==> config.mk <==
export PLATFORM = sky130hd
export DESIGN_NAME = hex_disp_scan
export DESIGN_NICKNAME = d
export VERILOG_FILES = /design/src/rtl/hex_disp_scan.sv
export SDC_FILE = /design/constraint.sdc
export NUM_CORES = 1
export LEC_CHECK = 0
export BUFFER_PORTS_ARGS = -buffer_cell sky130_fd_sc_hd__buf_2
export CORE_MARGIN = 8
export CORE_UTILIZATION = 30
export CTS_CLUSTER_SIZE = 16
export DETAILED_ROUTE_END_ITERATION = 16
export PLACE_DENSITY = 0.55
export SYNTH_ARGS = -nofsm -noshare
export SYNTH_HDL_FRONTEND = slang
export SYNTH_SLANG_ARGS = --single-unit
==> constraint.sdc <==
create_clock -name clk -period 6.2 [get_ports clk]
set_input_delay 0.93 -clock clk [delete_from_list [all_inputs] [get_ports clk]]
set_output_delay 0.93 -clock clk [all_outputs]
set_load 0.005 [all_outputs]
==> src/rtl/hex_disp_scan.sv <==
// N-digit multiplexed common-anode 7-segment hex driver with double-buffered load,
// leading-zero suppression and anti-ghost dead time. Optional blinking via DISP_BLINK_EN.
module hex_disp_scan #(
  parameter int DIGITS       = 4,
  parameter int REFRESH_DIV  = 100000,
  parameter int DEAD_CYC     = 64,
  parameter int BLINK_FRAMES = 256
) (
  input  logic                clk,
  input  logic                rst,
  input  logic                load,
  input  logic [4*DIGITS-1:0] hex_in,
  input  logic [DIGITS-1:0]   dp_in,
  input  logic [DIGITS-1:0]   blank_in,
  input  logic                lz_en,
`ifdef DISP_BLINK_EN
  input  logic [DIGITS-1:0]   blink_mask,
`endif
  output logic [DIGITS-1:0]   an,
  output logic [7:0]          seg,
  output logic                pending,
  output logic                frame_done
);

  localparam int IDX_W = (DIGITS > 1) ? $clog2(DIGITS) : 1;
  localparam int DIV_W = $clog2(REFRESH_DIV);
  localparam logic [IDX_W-1:0] LAST_IDX = IDX_W'(DIGITS - 1);
  localparam logic [DIV_W-1:0] LAST_DIV = DIV_W'(REFRESH_DIV - 1);
  localparam logic [DIV_W-1:0] PRE_DIV  = DIV_W'(REFRESH_DIV - 2);
  localparam logic [DIV_W-1:0] DEAD_END = DIV_W'(DEAD_CYC);

  logic [DIV_W-1:0]    div;
  logic [IDX_W-1:0]    idx;
  logic [4*DIGITS-1:0] shadow_hex, active_hex;
  logic [DIGITS-1:0]   shadow_dp, active_dp;
  logic [DIGITS-1:0]   shadow_blank, active_blank;

  logic                slot_end, wrap, pre_wrap;
  logic [DIGITS-1:0]   lz_sup, dark, an_next;
  logic                run;
  logic [3:0]          cur_nib;
  logic                cur_dp, cur_dark, lit;

  function automatic logic [6:0] hex_to_seg(input logic [3:0] v);
    case (v)
      4'h0:    hex_to_seg = 7'h40;
      4'h1:    hex_to_seg = 7'h79;
      4'h2:    hex_to_seg = 7'h24;
      4'h3:    hex_to_seg = 7'h30;
      4'h4:    hex_to_seg = 7'h19;
      4'h5:    hex_to_seg = 7'h12;
      4'h6:    hex_to_seg = 7'h02;
      4'h7:    hex_to_seg = 7'h78;
      4'h8:    hex_to_seg = 7'h00;
      4'h9:    hex_to_seg = 7'h10;
      4'hA:    hex_to_seg = 7'h08;
      4'hB:    hex_to_seg = 7'h03;
      4'hC:    hex_to_seg = 7'h46;
      4'hD:    hex_to_seg = 7'h21;
      4'hE:    hex_to_seg = 7'h06;
      default: hex_to_seg = 7'h0E;
    endcase
  endfunction

  assign slot_end = (div == LAST_DIV);
  assign wrap     = slot_end && (idx == LAST_IDX);
  // frame_done is registered one cycle early so it is high during the wrap cycle itself
  assign pre_wrap = (div == PRE_DIV) && (idx == LAST_IDX);

`ifdef DISP_BLINK_EN
  localparam int FC_W = (BLINK_FRAMES > 1) ? $clog2(BLINK_FRAMES) : 1;
  logic [FC_W-1:0] frame_cnt;
  logic            blink_on;

  always_ff @(posedge clk or negedge rst) begin
    if (!rst) begin
      frame_cnt <= '0;
      blink_on  <= 1'b1;
    end else if (wrap) begin
      if (frame_cnt == FC_W'(BLINK_FRAMES - 1)) begin
        frame_cnt <= '0;
        blink_on  <= ~blink_on;
      end else begin
        frame_cnt <= frame_cnt + FC_W'(1);
      end
    end
  end
`endif

  always_comb begin
    lz_sup = '0;
    run    = lz_en;
    // Suppression runs from the top digit down and stops at the first non-zero nibble
    for (int k = DIGITS - 1; k >= 1; k--) begin
      run       = run && (active_hex[4*k +: 4] == 4'h0);
      lz_sup[k] = run;
    end
    dark = active_blank | lz_sup;
`ifdef DISP_BLINK_EN
    if (!blink_on) dark = dark | blink_mask;
`endif
    cur_nib  = 4'h0;
    cur_dp   = 1'b0;
    cur_dark = 1'b1;
    for (int k = 0; k < DIGITS; k++) begin
      if (idx == IDX_W'(k)) begin
        cur_nib  = active_hex[4*k +: 4];
        cur_dp   = active_dp[k];
        cur_dark = dark[k];
      end
    end
    lit = (div >= DEAD_END) && !cur_dark;
    for (int k = 0; k < DIGITS; k++) begin
      an_next[k] = !(lit && (idx == IDX_W'(k)));
    end
  end

  always_ff @(posedge clk or negedge rst) begin
    if (!rst) begin
      div          <= '0;
      idx          <= '0;
      shadow_hex   <= '0;
      shadow_dp    <= '0;
      shadow_blank <= '0;
      active_hex   <= '0;
      active_dp    <= '0;
      active_blank <= '0;
      pending      <= 1'b0;
      frame_done   <= 1'b0;
      an           <= '1;
      seg          <= 8'hFF;
    end else begin
      frame_done <= pre_wrap;
      if (slot_end) begin
        div <= '0;
        idx <= (idx == LAST_IDX) ? '0 : idx + IDX_W'(1);
      end else begin
        div <= div + DIV_W'(1);
      end
      if (load) begin
        shadow_hex   <= hex_in;
        shadow_dp    <= dp_in;
        shadow_blank <= blank_in;
      end
      // A load landing on the wrap edge is transferred next frame; the old shadow goes now
      if (wrap && pending) begin
        active_hex   <= shadow_hex;
        active_dp    <= shadow_dp;
        active_blank <= shadow_blank;
      end
      if (load)      pending <= 1'b1;
      else if (wrap) pending <= 1'b0;
      an  <= an_next;
      seg <= lit ? {~cur_dp, hex_to_seg(cur_nib)} : 8'hFF;
    end
  end

endmodule

==> out/qor.csv <==
metric;value;unit
row_count;41;
worstMarginPinSlew;1.00;ns
layout_commonest_cell;dfrtp_1;
place.gp.congestion;0.817;
synth_area_leaders;dfrtp_1, mux2_2, dfstp_2;
max_freq;361;MHz
fin_skew;0.00546;ns
synth_cells;306;
die_y;129;um
overflow;0;
instances_no_fill;523;
vias;2386;
htreeDepth;3;
yosys_warnings;0;
crit_arrival;3.00;ns
min_period;2.77;ns
place_inst;507;
area_growth;16.1;%
avgSynthCellArea;12.5;um2
syn_nets;348;
finalHoldViolCount;0;
synth.largest_area_cell;dfrtp_1;
dieArea;0.0166;mm2
wl_met3;342;um
timing.final.crit_share;44.6;%
yosysSeqAreaShare;53.4;%
antenna_found_initial;0;
n_fill_cell;1276;
power_density;242;mW/mm2
clk_latency;0.33;ns
cts_made_buffers;9;
via_per_inst;4.56;
fin_setup_tns;0;ns
ctsLongestPathBuffers;2;
path_class;reg -> reg;
hold_buffers;0;
clkTransAtPathRegs;0.06;ns
grt_pass1_vias;2422;
drt_pre_antenna_iters;4;
peakVddDrop;0.132;mV
cp.required;6.43;ns
path_max_fanout;19;
fin_area;0.00444;mm2
power.leakage;0.00203;uW
fin_total_pwr;1080;uW
cts_root_buf;clkbuf_16;
ant_nets;0;
startpoint_type;register;
wire_per_inst;14.1;um
drc_errors;0;
met1_length;3600;um
wirelength;7380;um
final_cell_mix;dfrtp_1, buf_2, mux2_2;
critPathCaptureType;register;
rsz0062_at_grt;false;
grt_use_total;9.62;%
fp.coreArea;0.0125;mm2
synth_top_area_share;45.1;%
n_antenna_cell;0;
floorplan.initialDensity;30.6;%
max-slew-margin-rel;33.2;%
synth-seq-cells;81;
status;completed;
io_buffers;41;
postCtsSetupRepairBufs;0;
post_dp_cell_area;0.00417;mm2
synth_edf_count;0;
drt_iter0_markers;155;
async_flop_share;100;%
route.met2.wl;3330;um
synth_flop_cell;dfrtp_1;
dp_hpwl;5370;um
grt_max_degree;82;
synth_area;0.00383;mm2
cts_tree;done;
drive_gt1_share;35.0;%
highest_layer;met4;
clock_sinks;81;
drv_cap;0;
ys_types;42;
fin_nets;388;
setup_viol;0;
hold_class;reg -> reg;
die_w;129;um
grt_pass1_wl;12400;um
slew_viol_final;0;
io_pins;42;
cts_resized;0;
-- critical path, cell delays in order, from the launching register on --
cell and delay [ns]:
dfrtp_1 0.41, ha_1 0.55, a211oi_1 0.10, a221oi_1 0.72, inv_1 0.23, ha_1 0.31
mux2i_1 0.13, mux2_2 0.17, nand2_1 0.05
-- flip-flops by register name (all words and copies together), names as in the netlist --
name          count
active_blank      4
active_dp         4
active_hex       16
an                4
div              17
frame_done        1
idx               2
pending           1
seg               8
shadow_blank      4
shadow_dp         4
shadow_hex       16
-- layout make-up --
cell class	count	area [um2]	share of cell area (%)
Sequential cell	81	2040	46.0
Inverter	11	41.3	0.930
Clock buffer	11	243	5.46
Multi-Input combinational cell	201	1650	37.2
Tap cell	172	215	4.85
Clock inverter	5	31.3	0.704
Timing Repair Buffer	42	215	4.85
-- Yosys cell counts (all sizes together) (2+ instances only) --
cell / n
nor3: 4
nand3b: 6
nor2b: 4
o31ai: 2
nor4b: 2
mux2: 50
nor3b: 5
o21ai: 5
ha: 14
nand4: 4
xor2: 8
o211ai: 2
buf: 5
nor4: 8
dfstp: 12
nand3: 13
mux2i: 3
a21oi: 3
and3: 4
nand2: 23
a211oi: 2
dfrtp: 69
xnor2: 6
a311o: 2
inv: 11
a21o: 2
clkbuf: 8
nor2: 19
-- metrics by stage --
step                hold WS (ns)  setup slack [ns]  utilization, %
global route               0.521              3.14            35.5
floorplan                  0.461              3.70               -
CTS                        0.500              3.46            35.5
global placement           0.479              3.63            33.3
detailed placement         0.488              3.48            33.3
finish                     0.497              3.43            35.5
-- where the power goes --
group | switching, uW | internal [uW]
Sequential | 8.09 | 545
Combinational | 18.7 | 20.4
Clock | 203 | 280
-- layer usage --
metal,GRT usage [%],up-vias
met1,12.3,1160
met3,3.35,8
met5,0,-
met4,3.66,0
met2,14.6,45
li1,-,1173
-- worst paths after layout --
path | from | endpoint | slack, ns | cells after the start
setup / recovery | idx[0] | seg[3] | 3.43 | 8
hold / removal | div[14] | div[14] | 0.50 | 1
setup reg to reg | idx[0] | seg[3] | 3.43 | 8
hold reg to reg | div[14] | div[14] | 0.50 | 1
max in group asynchronous | rst | div[10] | 4.78 | 1
min in group asynchronous | rst | div[5] | 0.74 | 1
-- kinds of logic after synthesis --
group / Yosys count / synth area share [%]
simple gates: 96 / 13.4
flops: 81 / 53.4
compound gates: 24 / 4.58
fa+ha+maj: 14 / 4.58
xor+xnor: 14 / 3.20
buf+inv: 24 / 3.40
mux: 53 / 17.5
(Power assumes the default switching activity.)
